==> config.mk <==
export PLATFORM = sky130hd
export DESIGN_NAME = lcd_spi_serializer
export DESIGN_NICKNAME = d
export VERILOG_FILES = /design/src/rtl/lcd_spi_pkg.sv /design/src/rtl/lcd_spi_bl_pwm.sv /design/src/rtl/lcd_spi_serializer.sv
export SDC_FILE = /design/constraint.sdc
export NUM_CORES = 1
export LEC_CHECK = 0
export ABC_AREA = 1
export BUFFER_PORTS_ARGS = -buffer_cell sky130_fd_sc_hd__clkbuf_2
export CAP_MARGIN = 10
export CORE_ASPECT_RATIO = 1.1
export CORE_MARGIN = 4
export CORE_UTILIZATION = 50
export DETAILED_ROUTE_END_ITERATION = 10
export GPL_TIMING_DRIVEN = 0
export PLACE_DENSITY = 0.7
export SLEW_MARGIN = 15
export SYNTH_ARGS = -nofsm -noshare
export SYNTH_HDL_FRONTEND = slang
export SYNTH_SLANG_ARGS = --single-unit
==> constraint.sdc <==
create_clock -name CLK -period 2.5 [get_ports CLK]
set_input_delay 0.125 -clock CLK [delete_from_list [all_inputs] [get_ports CLK]]
set_output_delay 0.125 -clock CLK [all_outputs]
set_load 0.005 [all_outputs]
==> src/rtl/lcd_spi_pkg.sv <==
// lcd_spi_pkg: FSM states, default parameters and counter sizing shared by the LCD SPI serializer.
package lcd_spi_pkg;
   typedef enum logic [2:0] {INIT_LOW, INIT_WAIT, IDLE, SHIFT, HOLD, GAP} state_e;
   localparam int DEF_DATA_WIDTH   = 8;
   localparam int DEF_CLK_DIV      = 2;
   localparam int DEF_RST_LOW_CYC  = 500;
   localparam int DEF_RST_WAIT_CYC = 1000;
   localparam int DEF_CS_GAP_CYC   = 4;
   function automatic int cnt_width(input int a, input int b, input int c);
      int m;
      m = (a > b) ? a : b;
      m = (m > c) ? m : c;
      return $clog2(m + 1);
   endfunction
endpackage

==> src/rtl/lcd_spi_bl_pwm.sv <==
// lcd_spi_bl_pwm: 8-bit free-running backlight PWM, high while the counter is below the duty value.
module lcd_spi_bl_pwm import lcd_spi_pkg::*; (
   input  logic       clk_i,
   input  logic       rst_ni,
   input  logic [7:0] duty_i,
   output logic       pwm_o
);
   logic [7:0] cnt_q;
   always_ff @(posedge clk_i or negedge rst_ni)
      if (!rst_ni) cnt_q <= '0;
      else         cnt_q <= cnt_q + 8'd1;
   assign pwm_o = cnt_q < duty_i;
endmodule

==> src/rtl/lcd_spi_serializer.sv <==
// lcd_spi_serializer: AXI-Stream to mode-3 SPI serializer for ST7789-class panels with reset sequencing.
// Define LCD_SPI_BL_PWM_EN to drive LCD_BLK from BL_DUTY via PWM; otherwise LCD_BLK is a plain enable.
module lcd_spi_serializer import lcd_spi_pkg::*; #(
   parameter int DATA_WIDTH   = DEF_DATA_WIDTH,
   parameter int CLK_DIV      = DEF_CLK_DIV,
   parameter int RST_LOW_CYC  = DEF_RST_LOW_CYC,
   parameter int RST_WAIT_CYC = DEF_RST_WAIT_CYC,
   parameter int CS_GAP_CYC   = DEF_CS_GAP_CYC
) (
   input  logic                  CLK,
   input  logic                  RESETN,
   input  logic [DATA_WIDTH-1:0] S_AXIS_TDATA,
   input  logic                  S_AXIS_TUSER,
   input  logic                  S_AXIS_TLAST,
   input  logic                  S_AXIS_TVALID,
   output logic                  S_AXIS_TREADY,
   input  logic [7:0]            BL_DUTY,
   output logic                  BUSY,
   output logic                  LCD_RST,
   output logic                  LCD_BLK,
   output logic                  LCD_CS,
   output logic                  LCD_DC,
   output logic                  LCD_SDA,
   output logic                  LCD_SCK
);
   localparam int BW  = $clog2(DATA_WIDTH);
   localparam int DVW = $clog2(CLK_DIV + 1);
   localparam int CW  = cnt_width(RST_LOW_CYC, RST_WAIT_CYC, CS_GAP_CYC);

   state_e                state_q, state_d;
   logic [CW-1:0]         cnt_q, cnt_d, cnt_inc;
   logic [BW-1:0]         bit_q, bit_d;
   logic [DVW-1:0]        div_q, div_d;
   logic [DATA_WIDTH-1:0] sh_q, sh_d, skid_data_q;
   logic                  last_q, last_d, skid_user_q, skid_last_q, skid_v_q, skid_v_d;
   logic                  rst_q, rst_d, blk_q, blk_d, cs_q, cs_d, sck_q, sck_d, sda_q, sda_d, dc_q, dc_d;
   logic                  load, accept, init_done, post_init_d, bl_on;

   assign init_done     = (state_q != INIT_LOW) && (state_q != INIT_WAIT);
   assign S_AXIS_TREADY = init_done & ~skid_v_q;
   assign accept        = S_AXIS_TVALID & S_AXIS_TREADY;
   assign skid_v_d      = accept | (skid_v_q & ~load);
   assign cnt_inc       = (&cnt_q) ? cnt_q : cnt_q + 1'b1;
   assign BUSY          = (state_q == SHIFT) || (state_q == HOLD) || (state_q == GAP);
   assign post_init_d   = (state_d != INIT_LOW) && (state_d != INIT_WAIT);

`ifdef LCD_SPI_BL_PWM_EN
   lcd_spi_bl_pwm u_pwm (.clk_i(CLK), .rst_ni(RESETN), .duty_i(BL_DUTY), .pwm_o(bl_on));
`else
   logic unused_bl_duty;
   assign unused_bl_duty = ^BL_DUTY;
   assign bl_on = 1'b1;
`endif
   assign blk_d = post_init_d & bl_on;

   always_comb begin
      state_d = state_q;
      cnt_d   = cnt_q;
      bit_d   = bit_q;
      div_d   = div_q;
      sh_d    = sh_q;
      last_d  = last_q;
      rst_d   = rst_q;
      cs_d    = cs_q;
      sck_d   = sck_q;
      sda_d   = sda_q;
      dc_d    = dc_q;
      load    = 1'b0;
      case (state_q)
         INIT_LOW:
            if (cnt_q == CW'(RST_LOW_CYC - 1)) begin
               state_d = INIT_WAIT;
               rst_d   = 1'b1;
               cnt_d   = '0;
            end else cnt_d = cnt_inc;
         INIT_WAIT:
            if (cnt_q == CW'(RST_WAIT_CYC - 1)) begin
               state_d = IDLE;
               cnt_d   = '0;
            end else cnt_d = cnt_inc;
         IDLE, HOLD: load = skid_v_q;
         SHIFT:
            // A bit ends after its high half; the next word's fall replaces the idle high phase.
            if (div_q == DVW'(CLK_DIV - 1)) begin
               div_d = '0;
               if (!sck_q) sck_d = 1'b1;
               else if (bit_q != BW'(DATA_WIDTH - 1)) begin
                  bit_d = bit_q + 1'b1;
                  sck_d = 1'b0;
                  sda_d = sh_q[DATA_WIDTH-1];
                  sh_d  = sh_q << 1;
               end else if (last_q) begin
                  state_d = GAP;
                  cs_d    = 1'b1;
                  sda_d   = 1'b1;
                  cnt_d   = '0;
               end else if (skid_v_q) load = 1'b1;
               else begin
                  state_d = HOLD;
                  sda_d   = 1'b1;
               end
            end else div_d = div_q + 1'b1;
         GAP:
            if (cnt_q == CW'(CS_GAP_CYC - 1)) state_d = IDLE;
            else cnt_d = cnt_inc;
         default: state_d = INIT_LOW;
      endcase
      if (load) begin
         state_d = SHIFT;
         cs_d    = 1'b0;
         sck_d   = 1'b0;
         sda_d   = skid_data_q[DATA_WIDTH-1];
         sh_d    = skid_data_q << 1;
         dc_d    = skid_user_q;
         last_d  = skid_last_q;
         bit_d   = '0;
         div_d   = '0;
      end
   end

   always_ff @(posedge CLK or negedge RESETN)
      if (!RESETN) begin
         state_q     <= INIT_LOW;
         cnt_q       <= '0;
         bit_q       <= '0;
         div_q       <= '0;
         sh_q        <= '0;
         last_q      <= 1'b0;
         skid_v_q    <= 1'b0;
         skid_data_q <= '0;
         skid_user_q <= 1'b0;
         skid_last_q <= 1'b0;
         rst_q       <= 1'b0;
         blk_q       <= 1'b0;
         cs_q        <= 1'b1;
         sck_q       <= 1'b1;
         sda_q       <= 1'b1;
         dc_q        <= 1'b1;
      end else begin
         state_q  <= state_d;
         cnt_q    <= cnt_d;
         bit_q    <= bit_d;
         div_q    <= div_d;
         sh_q     <= sh_d;
         last_q   <= last_d;
         skid_v_q <= skid_v_d;
         if (accept) begin
            skid_data_q <= S_AXIS_TDATA;
            skid_user_q <= S_AXIS_TUSER;
            skid_last_q <= S_AXIS_TLAST;
         end
         rst_q <= rst_d;
         blk_q <= blk_d;
         cs_q  <= cs_d;
         sck_q <= sck_d;
         sda_q <= sda_d;
         dc_q  <= dc_d;
      end

   assign LCD_RST = rst_q;
   assign LCD_BLK = blk_q;
   assign LCD_CS  = cs_q;
   assign LCD_DC  = dc_q;
   assign LCD_SDA = sda_q;
   assign LCD_SCK = sck_q;
endmodule

==> report_table.html, run 1 <==
<table>
<tr><th>Metric</th><th>Value</th></tr>
<tr><th colspan="2">Placed design</th></tr>
<tr><td>Post-DP HPWL</td><td>3.512 mm</td></tr>
<tr><td>Final weighted congestion in routability-driven placement</td><td>0.8130</td></tr>
<tr><td>Port Buffer Count</td><td>20</td></tr>
<tr><td>Standard cell area after detailed placement</td><td>0.002559 sq mm</td></tr>
<tr><th colspan="2">Synthesis</th></tr>
<tr><td>Cell type contributing the most total cell area after synthesis</td><td>sky130_fd_sc_hd__dfrtp_1</td></tr>
<tr><td>EDFF count, synth</td><td>0</td></tr>
<tr><td>Ys Warns</td><td>0</td></tr>
<tr><td>Area share of the largest cell type after synthesis</td><td>40.86%</td></tr>
<tr><td>Synth Instances</td><td>297</td></tr>
<tr><td>Number of flip-flops and latches in the synthesized netlist</td><td>43</td></tr>
<tr><td>Netlist area before placement</td><td>0.002389 sq mm</td></tr>
<tr><td>Leading post-synthesis cells by instance count</td><td>sky130_fd_sc_hd__nand2_1 (65), sky130_fd_sc_hd__nor2_1 (49), sky130_fd_sc_hd__dfrtp_1 (39), sky130_fd_sc_hd__inv_1 (35), sky130_fd_sc_hd__nand3_1 (22)</td></tr>
<tr><td>Net count after synthesis</td><td>321</td></tr>
<tr><td>Most frequently used cell type in the post-synthesis netlist</td><td>sky130_fd_sc_hd__nand2_1</td></tr>
<tr><td>Distinct cells, synth</td><td>33</td></tr>
<tr><td>Post-synthesis average cell area</td><td>8.042 sq um</td></tr>
<tr><td>Area contributors post-synth</td><td>sky130_fd_sc_hd__dfrtp_1 (41%), sky130_fd_sc_hd__nand2_1 (10%), sky130_fd_sc_hd__nor2_1 (7.7%)</td></tr>
<tr><td>Post-synth top flop</td><td>sky130_fd_sc_hd__dfrtp_1</td></tr>
<tr><td>Sequential area share after synthesis</td><td>45.26%</td></tr>
<tr><td>Synth async-reset ratio</td><td>100.0%</td></tr>
<tr><th colspan="2">Finish</th></tr>
<tr><td>Share of post-route cells with drive strength above 1</td><td>21.85%</td></tr>
<tr><td>Number of diodes added for antenna fixing</td><td>0</td></tr>
<tr><td>Area added between synthesis and finish</td><td>11.73%</td></tr>
<tr><td>Final #Nets</td><td>348</td></tr>
<tr><td>Final core utilization</td><td>57.77%</td></tr>
<tr><td>Cell area after layout</td><td>0.002669 sq mm</td></tr>
<tr><th colspan="2">Floorplanning</th></tr>
<tr><td>Number of rows in the core area</td><td>26</td></tr>
<tr><td>Chip Height</td><td>80.49 microns</td></tr>
<tr><td>Count of boundary I/O pins</td><td>29</td></tr>
<tr><td>Initial standard-cell utilization of the core</td><td>51.71%</td></tr>
<tr><td>Core Region</td><td>0.004619 sq mm</td></tr>
<tr><td>Die width</td><td>73.90 microns</td></tr>
<tr><td>Floorplan die area</td><td>0.005948 sq mm</td></tr>
<tr><th colspan="2">Pwr</th></tr>
<tr><td>Overall power after layout</td><td>1.257 mW</td></tr>
<tr><td>Power per unit of standard cell area</td><td>471.1 mW/mm^2</td></tr>
<tr><td>Worst-case vdd ir drop</td><td>0.3359 mV</td></tr>
<tr><td>Leakage</td><td>1.449 nW</td></tr>
<tr><th colspan="2">Min path</th></tr>
<tr><td>Hold WC Path Type</td><td>input pin to asynchronous set/reset pin</td></tr>
<tr><th colspan="2">Timing</th></tr>
<tr><td>Worst hold margin</td><td>-0.03693 ns</td></tr>
<tr><td>Worst setup skew after layout</td><td>0.01006 ns</td></tr>
<tr><td>Number of setup violations in the final report</td><td>0</td></tr>
<tr><td>Maximum clock frequency</td><td>553.5 MHz</td></tr>
<tr><td>Clock period minus final worst setup slack</td><td>1.807 ns</td></tr>
<tr><td>Setup repair after global routing missed its margin</td><td>no</td></tr>
<tr><td>Worst max-slew margin expressed relative to the limit</td><td>35.95%</td></tr>
<tr><td>Max Transition Viols Final</td><td>0</td></tr>
<tr><td>Transition time at the pin with the least slew margin</td><td>0.9608 ns</td></tr>
<tr><td>Number of failing hold endpoints at the final stage</td><td>39</td></tr>
<tr><td>Final Cycle Share</td><td>72.26%</td></tr>
<tr><td>Setup Total Neg Slack</td><td>0 ns</td></tr>
<tr><th colspan="2">Global routing</th></tr>
<tr><td>Initial antenna violation count</td><td>0</td></tr>
<tr><td>Number of global-route vias before repair</td><td>1849</td></tr>
<tr><td>Global-route wire length before repair</td><td>8.162 mm</td></tr>
<tr><td>Grt ovf</td><td>0</td></tr>
<tr><td>GR Util All Layers</td><td>17.75%</td></tr>
<tr><td>Pin count of the biggest net entering global routing</td><td>44</td></tr>
<tr><th colspan="2">Clocking</th></tr>
<tr><td>Number of instances resized during post-cts repair</td><td>0</td></tr>
<tr><td>CTS clk-pin slew, worst paths</td><td>0.09 ns</td></tr>
<tr><td>Total clock buffers created by CTS</td><td>5</td></tr>
<tr><td>Number of setup buffers added after CTS</td><td>0</td></tr>
<tr><td>Worst-skew pair later-pin latency</td><td>0.30 ns</td></tr>
<tr><td>Clock Root Buffer</td><td>sky130_fd_sc_hd__clkbuf_8</td></tr>
<tr><td>Hold buffer count at CTS</td><td>0</td></tr>
<tr><td>Sinks on the clock net</td><td>43</td></tr>
<tr><td>Count of H-tree levels built during CTS</td><td>2</td></tr>
<tr><td>Clock Tree Buf Depth</td><td>2</td></tr>
<tr><td>CTS tree</td><td>done</td></tr>
<tr><th colspan="2">Drt</th></tr>
<tr><td>Sum of routed wire segments on met1</td><td>2.096 mm</td></tr>
<tr><td>Antenna Nets Post-Route</td><td>0</td></tr>
<tr><td>Remaining DRCs</td><td>0</td></tr>
<tr><td>Detailed Route WL</td><td>4.710 mm</td></tr>
<tr><td>Wire length on met3</td><td>175 microns</td></tr>
<tr><td>Routed wire length per instance</td><td>12.36 microns</td></tr>
<tr><td>Top routing layer used</td><td>met4</td></tr>
<tr><td>Count of routing violations after the opening detailed-route iteration</td><td>88</td></tr>
<tr><td>DRT Pass-1 Iters</td><td>4</td></tr>
<tr><td>Vias per std cell</td><td>5.021</td></tr>
<tr><td>Vias</td><td>1913</td></tr>
<tr><td>Wire length on met2</td><td>2.362 mm</td></tr>
<tr><th colspan="2">Setup path</th></tr>
<tr><td>CP max-delay cell</td><td>sky130_fd_sc_hd__dfrtp_1</td></tr>
<tr><td>Startpoint types</td><td>flip-flop</td></tr>
<tr><td>Type of the setup path with the least slack</td><td>flip-flop to flip-flop</td></tr>
<tr><td>Required time reported for the critical path endpoint</td><td>2.66 ns</td></tr>
<tr><td>CP Max Fanout</td><td>10</td></tr>
<tr><td>Cell breakdown of the critical path</td><td>ha_1 -&gt; ha_1 -&gt; inv_1 -&gt; nor2_2 -&gt; nand3_4 -&gt; nand2_4 -&gt; inv_4 -&gt; buf_8 -&gt; buf_8 -&gt; nand2_2 -&gt; nand4_1</td></tr>
<tr><td>Max incr delay on CP</td><td>0.35 ns</td></tr>
<tr><td>Endpoint type of the worst setup path</td><td>flip-flop</td></tr>
<tr><td>Count of buffering cells on the critical path with inverters included</td><td>4</td></tr>
<tr><td>Arr. time, crit path</td><td>1.97 ns</td></tr>
<tr><td>CP delay by family, top</td><td>simple AND/OR/NAND/NOR gates</td></tr>
<tr><th colspan="2">Run</th></tr>
<tr><td>Maximum capacitance violations</td><td>0</td></tr>
<tr><th colspan="2">Outcome</th></tr>
<tr><td>Outcome</td><td>complete, but fails checks</td></tr>
<tr><td>Violations in the final reports</td><td>hold timing</td></tr>
</table>
-- area by class of cell --
class	instances	area, sq um
plain buffers	4	46.29
clock buffers	6	72.57
clock inverters	2	37.54
fillers	415	1951
inverters	41	158.9
multi-input cells	209	1102
flip-flops and latches	43	1081
well taps	56	70.07
repair buffers	20	100.1
-- kinds of logic (layout without fill, tap and decap cells) --
family | Yosys count | in the layout | share of synthesized area [%]
flip-flops | 43 | 43 | 45.26
AND/OR/NAND/NOR | 169 | 169 | 33.11
XOR/XNOR | 1 | 1 | 0.3668
AO/OA/AOI/OAI | 28 | 28 | 7.333
multiplexers | 8 | 8 | 3.772
adder cells (fa/ha/maj) | 3 | 3 | 1.572
buffers and inverters | 45 | 73 | 8.591
-- state kept, by name (all words and copies together), names as in the netlist, 2 cells and up --
signal       cells
cnt_q           10
skid_data_q      8
sh_q             7
bit_q            3
state_q          3
div_q            2
-- stage by stage --
step | setup WS [ns] | cells
detailed placement | 0.6872 | 373
floorplan | 0.9003 | 297
CTS | 0.6715 | 381
global placement | 0.6896 | 373
finish | 0.6935 | 381
global route | 0.5150 | 381
-- power by group --
part	switching [mW]	internal, mW	total (mW)	leakage [nW]
combinational	0.0148	0.00661	0.0214	0.841
sequential	0	0.695	0.695	0.556
clock	0.242	0.298	0.541	0.0514
total	0.257	1.00	1.26	1.45
-- routing by layer --
layer / global-route usage, % / vias up
met5: 0 / -
met4: 5.797 / 0
met3: 4.380 / 8
met2: 29.96 / 29
met1: 21.91 / 867
li1: - / 1009
-- placed cells by master (no fill, tap or decap), drive strengths merged, types with 3 or more instances in the layout --
cell type,n
nand3,26
nor3,6
nand2,71
nand4,8
ha,3
mux2,8
a21oi,9
o22ai,5
inv,41
o21ai,10
nor2,56
dfrtp,39
dfstp,4
buf,5
clkbuf,25
-- worst register-to-register path, delay by kind of cell, from the launching register on --
| family | cells | cell delay [ns] |
|---|---|---|
| fa+ha+maj | 2 | 0.34 |
| buf+inv | 4 | 0.42 |
| flops | 1 | 0.35 |
| simple gates | 5 | 0.55 |
-- path summary, 6_finish.rpt --
check / slack (ns) / from / to / cells after the start
min reg2reg: 0.47 / LCD_DC / LCD_DC / 2
max: 0.69 / bit_q[0] / LCD_BLK / 11
min in group CLK: 0.05 / S_AXIS_TDATA[4] / skid_data_q[4] / 2
min: -0.04 / RESETN / cnt_q[5] / 1
max reg2reg: 0.69 / bit_q[0] / LCD_BLK / 11
max in group asynchronous: 1.93 / RESETN / LCD_BLK / 1
Power figures use the tool's default switching activity.
==> run 2, diff against run 1 <==
==> constraint.sdc (replaced) <==
create_clock -name CLK -period 1.69 [get_ports CLK]
set_input_delay 0.0845 -clock CLK [delete_from_list [all_inputs] [get_ports CLK]]
set_output_delay 0.0845 -clock CLK [all_outputs]
set_load 0.005 [all_outputs]
==> report_table.html, run 2 (synthesis gave the netlist of run 1 again) <==
<table>
<tr><th>Metric</th><th>Value</th></tr>
<tr><th colspan="2">Outcome</th></tr>
<tr><td>Outcome</td><td>complete, but fails checks</td></tr>
<tr><td>Violations in the final reports</td><td>setup timing</td></tr>
<tr><th colspan="2">Min path</th></tr>
<tr><td>Hold Crit Depth</td><td>2</td></tr>
<tr><td>Hold WC Path Type</td><td>input pin to flip-flop</td></tr>
<tr><td>Worst min-delay path startpoint</td><td>S_AXIS_TDATA[4]</td></tr>
<tr><th colspan="2">Timing</th></tr>
<tr><td>Setup Total Neg Slack</td><td>-0.0001967 ns (-0.0001967 ns)</td></tr>
<tr><td>Maximum clock frequency</td><td>591.6 MHz (+6.9%)</td></tr>
<tr><td>Worst hold margin</td><td>0.01038 ns (+0.04732 ns)</td></tr>
<tr><td>Worst setup skew after layout</td><td>0.006924 ns (-0.003133 ns)</td></tr>
<tr><td>Clock period minus final worst setup slack</td><td>1.690 ns (-0.1163 ns)</td></tr>
<tr><td>Setup repair after global routing missed its margin</td><td>yes</td></tr>
<tr><td>Worst setup margin</td><td>-0.0001967 ns (-0.6937 ns)</td></tr>
<tr><td>Max Transition Viols Final</td><td>0 (unchanged)</td></tr>
<tr><td>Final Cycle Share</td><td>100.0% (+28 points)</td></tr>
<tr><td>Transition time at the pin with the least slew margin</td><td>0.9623 ns (+0.001515 ns)</td></tr>
<tr><td>Number of failing hold endpoints at the final stage</td><td>0 (-100%)</td></tr>
<tr><td>Worst max-slew margin expressed relative to the limit</td><td>35.85% (-0.10 points)</td></tr>
<tr><td>Number of setup violations in the final report</td><td>1 (+1)</td></tr>
<tr><th colspan="2">Clocking</th></tr>
<tr><td>Total clock buffers created by CTS</td><td>5 (unchanged)</td></tr>
<tr><td>Worst-skew pair later-pin latency</td><td>0.30 ns (about the same)</td></tr>
<tr><td>Clock Root Buffer</td><td>sky130_fd_sc_hd__clkbuf_8</td></tr>
<tr><td>Sinks on the clock net</td><td>43 (unchanged)</td></tr>
<tr><td>Count of H-tree levels built during CTS</td><td>2 (unchanged)</td></tr>
<tr><td>CTS clk-pin slew, worst paths</td><td>0.09 ns (about the same)</td></tr>
<tr><td>Clock Tree Buf Depth</td><td>2 (unchanged)</td></tr>
<tr><td>CTS tree</td><td>done</td></tr>
<tr><th colspan="2">Drt</th></tr>
<tr><td>DRT Pass-1 Iters</td><td>6 (+2)</td></tr>
<tr><td>Detailed Route WL</td><td>5.123 mm (+8.8%)</td></tr>
<tr><td>Antenna Nets Post-Route</td><td>0 (unchanged)</td></tr>
<tr><td>Vias</td><td>2008 (+5.0%)</td></tr>
<tr><td>Remaining DRCs</td><td>0 (unchanged)</td></tr>
<tr><td>Count of routing violations after the opening detailed-route iteration</td><td>105 (+19%)</td></tr>
<tr><td>Vias per std cell</td><td>5.109 (+1.8%)</td></tr>
<tr><td>Routed wire length per instance</td><td>13.04 microns (+5.4%)</td></tr>
<tr><th colspan="2">Global routing</th></tr>
<tr><td>GR Util All Layers</td><td>18.45% (+0.70 points)</td></tr>
<tr><td>Initial antenna violation count</td><td>0 (unchanged)</td></tr>
<tr><td>Grt ovf</td><td>0 (unchanged)</td></tr>
<tr><td>Met1 usage</td><td>22.86% (+0.95 points)</td></tr>
<tr><td>Global-route wire length before repair</td><td>8.514 mm (+4.3%)</td></tr>
<tr><td>Met3 Usage GRT</td><td>4.380% (unchanged)</td></tr>
<tr><td>Pin count of the biggest net entering global routing</td><td>44 (unchanged)</td></tr>
<tr><td>Met2 demand-to-capacity share in global routing</td><td>31.29% (+1.3 points)</td></tr>
<tr><td>Number of global-route vias before repair</td><td>1916 (+3.6%)</td></tr>
<tr><td>Busiest grt layer</td><td>met2</td></tr>
<tr><th colspan="2">Setup path</th></tr>
<tr><td>Critical path startpoint</td><td>bit_q[1]</td></tr>
<tr><td>Register-to-Register Path Depth</td><td>12 (+1)</td></tr>
<tr><td>Max incr delay on CP</td><td>0.36 ns (about the same)</td></tr>
<tr><td>Most used cell, CP</td><td>sky130_fd_sc_hd__nand2_2</td></tr>
<tr><td>CP Max Fanout</td><td>5 (-5)</td></tr>
<tr><td>Cell breakdown of the critical path</td><td>ha_2 -&gt; ha_4 -&gt; nand2_4 -&gt; inv_2 -&gt; nand3_2 -&gt; nand2_2 -&gt; nand2_2 -&gt; nor2_4 -&gt; buf_6 -&gt; nand2_2 -&gt; nor3_2 -&gt; nor2_1</td></tr>
<tr><td>Startpoint types</td><td>flip-flop</td></tr>
<tr><td>FF-to-FF setup slack</td><td>-0.0002 ns (-0.69 ns)</td></tr>
<tr><td>Critical R2R Launch</td><td>bit_q[1]</td></tr>
<tr><td>Required time reported for the critical path endpoint</td><td>1.88 ns (-0.78 ns)</td></tr>
<tr><td>Endpoint type of the worst setup path</td><td>flip-flop</td></tr>
<tr><td>Arr. time, crit path</td><td>1.88 ns (-0.09 ns)</td></tr>
<tr><td>Type of the setup path with the least slack</td><td>flip-flop to flip-flop</td></tr>
<tr><td>CP max-delay cell</td><td>sky130_fd_sc_hd__dfrtp_1</td></tr>
<tr><th colspan="2">Floorplanning</th></tr>
<tr><td>Count of boundary I/O pins</td><td>29 (unchanged)</td></tr>
<tr><td>Floorplan die area</td><td>0.005948 sq mm (unchanged)</td></tr>
<tr><td>Number of rows in the core area</td><td>26 (unchanged)</td></tr>
<tr><td>Core Region</td><td>0.004619 sq mm (unchanged)</td></tr>
<tr><td>Die width</td><td>73.90 microns (unchanged)</td></tr>
<tr><td>Chip Height</td><td>80.49 microns (unchanged)</td></tr>
<tr><td>Initial standard-cell utilization of the core</td><td>51.71% (unchanged)</td></tr>
<tr><th colspan="2">Finish</th></tr>
<tr><td>Post-Layout Cell Count</td><td>393 (+3.1%)</td></tr>
<tr><td>Most frequent cells in the layout</td><td>sky130_fd_sc_hd__nand2_1 (61), sky130_fd_sc_hd__nor2_1 (45), sky130_fd_sc_hd__dfrtp_1 (38), sky130_fd_sc_hd__inv_1 (33)</td></tr>
<tr><td>Share of post-route cells with drive strength above 1</td><td>29.97% (+8.1 points)</td></tr>
<tr><td>Top register by number of flip-flops</td><td>cnt_q</td></tr>
<tr><td>Final #Nets</td><td>360 (+3.4%)</td></tr>
<tr><td>Registers with the highest flip-flop counts</td><td>cnt_q x10, skid_data_q x8, sh_q x7</td></tr>
<tr><td>Area added between synthesis and finish</td><td>19.96%</td></tr>
<tr><td>Most common cell after layout, fill and taps aside</td><td>sky130_fd_sc_hd__nand2_1</td></tr>
<tr><td>Flip-flop count of the largest register, all copies and words added</td><td>10 (unchanged)</td></tr>
<tr><td>Final core utilization</td><td>62.03% (+4.3 points)</td></tr>
<tr><td>Number of diodes added for antenna fixing</td><td>0 (unchanged)</td></tr>
<tr><th colspan="2">Pwr</th></tr>
<tr><td>Power per unit of standard cell area</td><td>650.2 mW/mm^2 (+38%)</td></tr>
<tr><td>Worst-case vdd ir drop</td><td>0.4517 mV (+34%)</td></tr>
<tr><td>Leakage</td><td>1.531 nW (+5.7%)</td></tr>
<tr><th colspan="2">Placed design</th></tr>
<tr><td>Port Buffer Count</td><td>20 (unchanged)</td></tr>
<tr><td>Post-DP HPWL</td><td>3.512 mm (unchanged)</td></tr>
<tr><td>Final weighted congestion in routability-driven placement</td><td>0.8130 (unchanged)</td></tr>
<tr><td>Number of placed instances, taps included</td><td>373 (unchanged)</td></tr>
<tr><th colspan="2">Run</th></tr>
<tr><td>Maximum capacitance violations</td><td>0 (unchanged)</td></tr>
</table>
-- run 2: changes by cell type in the layout (fill, tap and decap cells not counted), moves of 2 or more --
cell                      change
sky130_fd_sc_hd__nand2_4      +3
sky130_fd_sc_hd__inv_2        +2
sky130_fd_sc_hd__nand3_2      +3
sky130_fd_sc_hd__nor2_2       +2
sky130_fd_sc_hd__nor2_1       -4
sky130_fd_sc_hd__nand2_1      -4
sky130_fd_sc_hd__nand3_1      -3
sky130_fd_sc_hd__buf_4       +10
sky130_fd_sc_hd__ha_1         -2
sky130_fd_sc_hd__nor2_4       +2
sky130_fd_sc_hd__inv_1        -2
-- run 2: where the power goes --
part           switching [mW]  internal (mW)
sequential                  0           1.03
clock                   0.360          0.441
combinational          0.0223         0.0112
total                   0.382           1.48
-- run 2: final cells by class --
class | instances | area, sq um
buffer | 4 | 48.80
timing repair buffer | 32 | 196.4
tap | 56 | 70.07
clock buffer | 6 | 72.57
multi-input combinational | 209 | 1199
clock inverter | 2 | 37.54
sequential | 43 | 1082
inverter | 41 | 158.9
fill | 402 | 1754
-- run 2: worst max-delay path, delay by kind of cell, from the launching register on --
family	cells	cell delay, ns
adders and majority gates	2	0.35
buffers and inverters	2	0.20
DFF	1	0.36
and+or+nand+nor	8	0.66
-- run 2: worst paths after layout --
kind,endpoint
min in group asynchronous,cnt_q[8]
max reg2reg,cnt_q[8]
max in group asynchronous,state_q[2]
max,cnt_q[8]
min,skid_data_q[4]
min reg2reg,LCD_DC
-- run 2: timing repair --
action | in CTS | in global routing
hold endpoints to repair | 0 | 12
pin swaps | 2 | 8
endpoints found under the setup margin | 28 | 20
resized for setup | 10 | 20
cloned | 1 | 0
hold buffers | 0 | 1
buffers inserted | 2 | 8
-- run 2: metal layers --
layer	vias to the layer above	share of wire (%)	wire [microns]
met3	8	4.2	217
li1	1032	-	-
met1	931	44	2233
met4	0	1.3	66
met2	37	51	2605
met5	-	0	0
-- run 2: stage by stage --
step | power (mW) | setup WS, ns | cell area, sq um
after global routing | 1.936 | -0.1226 | 2865
after global placement | 1.082 | -0.1204 | 2559
final | 1.863 | -0.0001967 | 2865
after CTS | 1.891 | 0.005884 | 2733
after floorplan | 1.049 | 0.09032 | 2389
after detailed placement | 1.082 | -0.1228 | 2559
==> run 3, diff against run 2 <==
--- a/config.mk
+++ b/config.mk
@@ -5,7 +5,6 @@
 export SDC_FILE = /design/constraint.sdc
 export NUM_CORES = 1
 export LEC_CHECK = 0
-export ABC_AREA = 1
 export BUFFER_PORTS_ARGS = -buffer_cell sky130_fd_sc_hd__clkbuf_2
 export CAP_MARGIN = 10
 export CORE_ASPECT_RATIO = 1.1
@@ -13,7 +12,7 @@
 export CORE_UTILIZATION = 50
 export DETAILED_ROUTE_END_ITERATION = 10
 export GPL_TIMING_DRIVEN = 0
-export PLACE_DENSITY = 0.7
+export PLACE_DENSITY = 0.71
 export SLEW_MARGIN = 15
 export SYNTH_ARGS = -nofsm -noshare
 export SYNTH_HDL_FRONTEND = slang
==> report_table.html, run 3 <==
<table>
<tr><th>Metric</th><th>Value</th></tr>
<tr><th colspan="2">Synthesis</th></tr>
<tr><td>Leading post-synthesis cells by instance count</td><td>sky130_fd_sc_hd__dfrtp_1 (39), sky130_fd_sc_hd__nand2_1 (27), sky130_fd_sc_hd__nor2_1 (22), sky130_fd_sc_hd__inv_1 (12), sky130_fd_sc_hd__a21oi_1 (11)</td></tr>
<tr><td>Cell type contributing the most total cell area after synthesis</td><td>sky130_fd_sc_hd__dfrtp_1</td></tr>
<tr><td>Synth Area in Compound Gates</td><td>15.13% (+7.8 points)</td></tr>
<tr><td>Sequential area share after synthesis</td><td>49.71% (+4.5 points)</td></tr>
<tr><td>Synth Instances</td><td>222 (-25%)</td></tr>
<tr><td>Post-synthesis average cell area</td><td>9.795 sq um (+22%)</td></tr>
<tr><td>Dominant combinational cell family by area after synthesis</td><td>simple AND/OR/NAND/NOR gates</td></tr>
<tr><td>Netlist area before placement</td><td>0.002175 sq mm (-9.0%)</td></tr>
<tr><td>Synth async-reset ratio</td><td>100.0% (unchanged)</td></tr>
<tr><td>Post-synth top flop</td><td>sky130_fd_sc_hd__dfrtp_1</td></tr>
<tr><td>Area share of the largest cell type after synthesis</td><td>44.88% (+4.0 points)</td></tr>
<tr><td>Simple-Gate Fraction of Synth Area</td><td>19.97% (-13 points)</td></tr>
<tr><td>XOR/XNOR share of the synthesized area</td><td>0.8055% (+0.44 points)</td></tr>
<tr><td>Net count after synthesis</td><td>246 (-23%)</td></tr>
<tr><td>Most frequently used cell type in the post-synthesis netlist</td><td>sky130_fd_sc_hd__dfrtp_1</td></tr>
<tr><td>Distinct cells, synth</td><td>44 (+33%)</td></tr>
<tr><td>Fraction of synthesized area in multiplexers</td><td>7.020% (+3.2 points)</td></tr>
<tr><td>Ys Warns</td><td>0 (unchanged)</td></tr>
<tr><td>EDFF count, synth</td><td>0 (unchanged)</td></tr>
<tr><td>Number of flip-flops and latches in the synthesized netlist</td><td>43 (unchanged)</td></tr>
<tr><td>Adder-cell share of the synthesized area</td><td>1.726% (+0.15 points)</td></tr>
<tr><td>Area contributors post-synth</td><td>sky130_fd_sc_hd__dfrtp_1 (45%), sky130_fd_sc_hd__mux2_2 (5.2%), sky130_fd_sc_hd__dfstp_2 (4.8%)</td></tr>
<tr><th colspan="2">Setup path</th></tr>
<tr><td>Most used cell, CP</td><td>sky130_fd_sc_hd__o211ai_1</td></tr>
<tr><td>Startpoint types</td><td>flip-flop</td></tr>
<tr><td>CP max-delay cell</td><td>sky130_fd_sc_hd__a221o_2</td></tr>
<tr><td>Endpoint type of the worst setup path</td><td>flip-flop</td></tr>
<tr><td>Arr. time, crit path</td><td>2.10 ns (+0.22 ns)</td></tr>
<tr><td>Required time reported for the critical path endpoint</td><td>1.86 ns (-0.02 ns)</td></tr>
<tr><td>CP Max Fanout</td><td>6 (+1)</td></tr>
<tr><td>Type of the setup path with the least slack</td><td>flip-flop to flip-flop</td></tr>
<tr><td>Cell breakdown of the critical path</td><td>and4_2 -&gt; nand4_1 -&gt; a221o_2 -&gt; buf_6 -&gt; o211ai_1 -&gt; o211ai_1</td></tr>
<tr><td>Max incr delay on CP</td><td>0.47 ns (+0.11 ns)</td></tr>
<tr><td>Count of buffering cells on the critical path with inverters included</td><td>1 (-1)</td></tr>
<tr><td>CP delay by family, top</td><td>compound AO/OA/AOI/OAI gates</td></tr>
<tr><th colspan="2">Pwr</th></tr>
<tr><td>Leakage</td><td>1.325 nW (-13%)</td></tr>
<tr><td>Power per unit of standard cell area</td><td>605.4 mW/mm^2 (-6.9%)</td></tr>
<tr><td>Worst-case vdd ir drop</td><td>0.6082 mV (+35%)</td></tr>
<tr><td>Overall power after layout</td><td>1.707 mW (-8.4%)</td></tr>
<tr><th colspan="2">Finish</th></tr>
<tr><td>Share of post-route cells with drive strength above 1</td><td>45.32% (+15 points)</td></tr>
<tr><td>Top register by number of flip-flops</td><td>cnt_q</td></tr>
<tr><td>Registers with the highest flip-flop counts</td><td>cnt_q x10, skid_data_q x8, sh_q x7</td></tr>
<tr><td>Cell area after layout</td><td>0.002820 sq mm (-1.6%)</td></tr>
<tr><td>Post-Layout Cell Count</td><td>319 (-19%)</td></tr>
<tr><td>Most common cell after layout, fill and taps aside</td><td>sky130_fd_sc_hd__dfrtp_1</td></tr>
<tr><td>Layout filler cell count</td><td>326 (-19%)</td></tr>
<tr><td>Area added between synthesis and finish</td><td>29.69%</td></tr>
<tr><td>Number of diodes added for antenna fixing</td><td>0 (unchanged)</td></tr>
<tr><td>Final core utilization</td><td>69.06% (+7.0 points)</td></tr>
<tr><td>Final #Nets</td><td>290 (-19%)</td></tr>
<tr><td>Flip-flop count of the largest register, all copies and words added</td><td>10 (unchanged)</td></tr>
<tr><td>Most frequent cells in the layout</td><td>sky130_fd_sc_hd__dfrtp_1 (35), sky130_fd_sc_hd__nand2_1 (21), sky130_fd_sc_hd__clkbuf_2 (19), sky130_fd_sc_hd__nor2_1 (18), sky130_fd_sc_hd__buf_4 (14)</td></tr>
<tr><th colspan="2">Timing</th></tr>
<tr><td>Worst setup margin</td><td>-0.2404 ns (-0.2402 ns)</td></tr>
<tr><td>Clock period minus final worst setup slack</td><td>1.930 ns (+0.2402 ns)</td></tr>
<tr><td>Setup Total Neg Slack</td><td>-3.193 ns (-3.193 ns)</td></tr>
<tr><td>Setup repair after global routing missed its margin</td><td>yes</td></tr>
<tr><td>Number of failing hold endpoints at the final stage</td><td>39 (+39)</td></tr>
<tr><td>Transition time at the pin with the least slew margin</td><td>0.9319 ns (-0.03042 ns)</td></tr>
<tr><td>Maximum clock frequency</td><td>518.0 MHz (-12%)</td></tr>
<tr><td>Final Cycle Share</td><td>114.2% (+14 points)</td></tr>
<tr><td>Number of setup violations in the final report</td><td>29 (+28)</td></tr>
<tr><td>Max Transition Viols Final</td><td>0 (unchanged)</td></tr>
<tr><td>Worst setup skew after layout</td><td>0.007519 ns (+0.0005950 ns)</td></tr>
<tr><td>Worst hold margin</td><td>-0.08093 ns (-0.09131 ns)</td></tr>
<tr><td>Worst max-slew margin expressed relative to the limit</td><td>37.88% (+2.0 points)</td></tr>
<tr><th colspan="2">Drt</th></tr>
<tr><td>Top routing layer used</td><td>met4</td></tr>
<tr><td>Routed wire length per instance</td><td>15.98 microns (+23%)</td></tr>
<tr><td>Antenna Nets Post-Route</td><td>0 (unchanged)</td></tr>
<tr><td>Sum of routed wire segments on met1</td><td>2.119 mm (-5.1%)</td></tr>
<tr><td>Remaining DRCs</td><td>0 (unchanged)</td></tr>
<tr><td>Vias</td><td>1847 (-8.0%)</td></tr>
<tr><td>DRT Pass-1 Iters</td><td>4 (-2)</td></tr>
<tr><td>Wire length on met3</td><td>146 microns (-33%)</td></tr>
<tr><td>Count of routing violations after the opening detailed-route iteration</td><td>120 (+14%)</td></tr>
<tr><td>Detailed Route WL</td><td>5.098 mm (-0.49%)</td></tr>
<tr><td>Vias per std cell</td><td>5.790 (+13%)</td></tr>
<tr><td>Wire length on met2</td><td>2.703 mm (+3.8%)</td></tr>
<tr><th colspan="2">Floorplanning</th></tr>
<tr><td>Core Region</td><td>0.004084 sq mm (-12%)</td></tr>
<tr><td>Number of rows in the core area</td><td>24 (-7.7%)</td></tr>
<tr><td>Floorplan die area</td><td>0.005469 sq mm (-8.0%)</td></tr>
<tr><td>Die width</td><td>70.88 microns (-4.1%)</td></tr>
<tr><td>Count of boundary I/O pins</td><td>29 (unchanged)</td></tr>
<tr><td>Chip Height</td><td>77.17 microns (-4.1%)</td></tr>
<tr><td>Initial standard-cell utilization of the core</td><td>53.25% (+1.5 points)</td></tr>
<tr><th colspan="2">Global routing</th></tr>
<tr><td>Number of global-route vias before repair</td><td>1852 (-3.3%)</td></tr>
<tr><td>GR Util All Layers</td><td>18.71% (+0.26 points)</td></tr>
<tr><td>Pin count of the biggest net entering global routing</td><td>44 (unchanged)</td></tr>
<tr><td>Initial antenna violation count</td><td>0 (unchanged)</td></tr>
<tr><td>Grt ovf</td><td>0 (unchanged)</td></tr>
<tr><td>Global-route wire length before repair</td><td>8.369 mm (-1.7%)</td></tr>
<tr><th colspan="2">Placed design</th></tr>
<tr><td>DP Worst Slack</td><td>-0.3763 ns (-0.2535 ns)</td></tr>
<tr><td>Post-DP HPWL</td><td>3.182 mm (-9.4%)</td></tr>
<tr><td>Number of placed instances, taps included</td><td>294 (-21%)</td></tr>
<tr><td>Port Buffer Count</td><td>20 (unchanged)</td></tr>
<tr><td>Standard cell area after detailed placement</td><td>0.002375 sq mm (-7.2%)</td></tr>
<tr><td>Final weighted congestion in routability-driven placement</td><td>0.8518 (+4.8%)</td></tr>
<tr><th colspan="2">Clocking</th></tr>
<tr><td>Total clock buffers created by CTS</td><td>5 (unchanged)</td></tr>
<tr><td>CTS clk-pin slew, worst paths</td><td>0.09 ns (about the same)</td></tr>
<tr><td>Worst-skew pair later-pin latency</td><td>0.30 ns (about the same)</td></tr>
<tr><td>Count of H-tree levels built during CTS</td><td>2 (unchanged)</td></tr>
<tr><td>Clock Root Buffer</td><td>sky130_fd_sc_hd__clkbuf_8</td></tr>
<tr><td>Sinks on the clock net</td><td>43 (unchanged)</td></tr>
<tr><td>Clock Tree Buf Depth</td><td>2 (unchanged)</td></tr>
<tr><td>Hold buffer count at CTS</td><td>0 (unchanged)</td></tr>
<tr><td>CTS tree</td><td>done</td></tr>
<tr><th colspan="2">Outcome</th></tr>
<tr><td>Violations in the final reports</td><td>hold timing, setup timing</td></tr>
<tr><td>Outcome</td><td>complete, but fails checks</td></tr>
<tr><th colspan="2">Run</th></tr>
<tr><td>Maximum capacitance violations</td><td>0 (unchanged)</td></tr>
<tr><th colspan="2">Min path</th></tr>
<tr><td>Hold WC Path Type</td><td>input pin to asynchronous set/reset pin</td></tr>
</table>
[run 3: changes by cell type after synthesis, sizes merged, moves of 4 or more]
cell and delta:
mux2i +4, nand3 -17, inv -29, a31oi +6
nand2 -44, buf +5, nor2 -34, nor3 -4
[run 3: layer usage]
layer	track usage [%]	vias to the layer above
li1	-	892
met2	33.30	40
met1	21.45	900
met3	4.183	15
met4	7.331	0
met5	0	-
[run 3: path summary, 6_finish.rpt]
check,from,to,slack (ns),cells after the start
worst min register to register,LCD_DC,LCD_DC,0.46,2
worst max-delay path,cnt_q[7],cnt_q[7],-0.24,6
min in group CLK,S_AXIS_TDATA[2],skid_data_q[2],0.02,2
worst min-delay path,RESETN,cnt_q[4],-0.08,1
worst max register to register,cnt_q[7],cnt_q[7],-0.24,6
max in group asynchronous,RESETN,cnt_q[9],1.13,1
[run 3: area by class of cell]
class | instances | area, sq um | share of cell area [%]
multi-input cells | 155 | 1185 | 42.01
flip-flops and latches | 43 | 1086 | 38.51
repair buffers | 37 | 246.5 | 8.740
plain buffers | 12 | 107.6 | 3.815
clock buffers | 6 | 72.57 | 2.573
well taps | 52 | 65.06 | 2.307
inverters | 12 | 45.04 | 1.597
clock inverters | 2 | 12.51 | 0.4437
[run 3: kinds of logic after synthesis]
group	Yosys count
and+or+nand+nor	85
adders and majority gates	3
muxes	14
buffers and inverters	24
AOI/OAI and AO/OA	51
DFF	43
xor gates and xnor gates	2
[run 3: what timing repair did]
action | 4_1_cts | 5_1_grt
buffers inserted | 9 | 4
pin swaps | 25 | 16
setup endpoints to repair | 40 | 41
gates resized for setup | 49 | 22
hold endpoints to repair | 0 | 0
cloned | 4 | 0
[run 3: report_power, final]
part / internal [mW] / switching (mW) / total (mW)
sequential: 1.03 / 0 / 1.03
combinational: 0.00984 / 0.0216 / 0.0314
clock: 0.289 / 0.358 / 0.648
total: 1.33 / 0.380 / 1.71
[run 3: worst reg2reg max path: stages (launching register included)]
cell and delay (ns):
sky130_fd_sc_hd__dfrtp_1 0.45, sky130_fd_sc_hd__and4_2 0.31, sky130_fd_sc_hd__nand4_1 0.18, sky130_fd_sc_hd__a221o_2 0.47
sky130_fd_sc_hd__buf_6 0.16, sky130_fd_sc_hd__o211ai_1 0.10, sky130_fd_sc_hd__o211ai_1 0.13
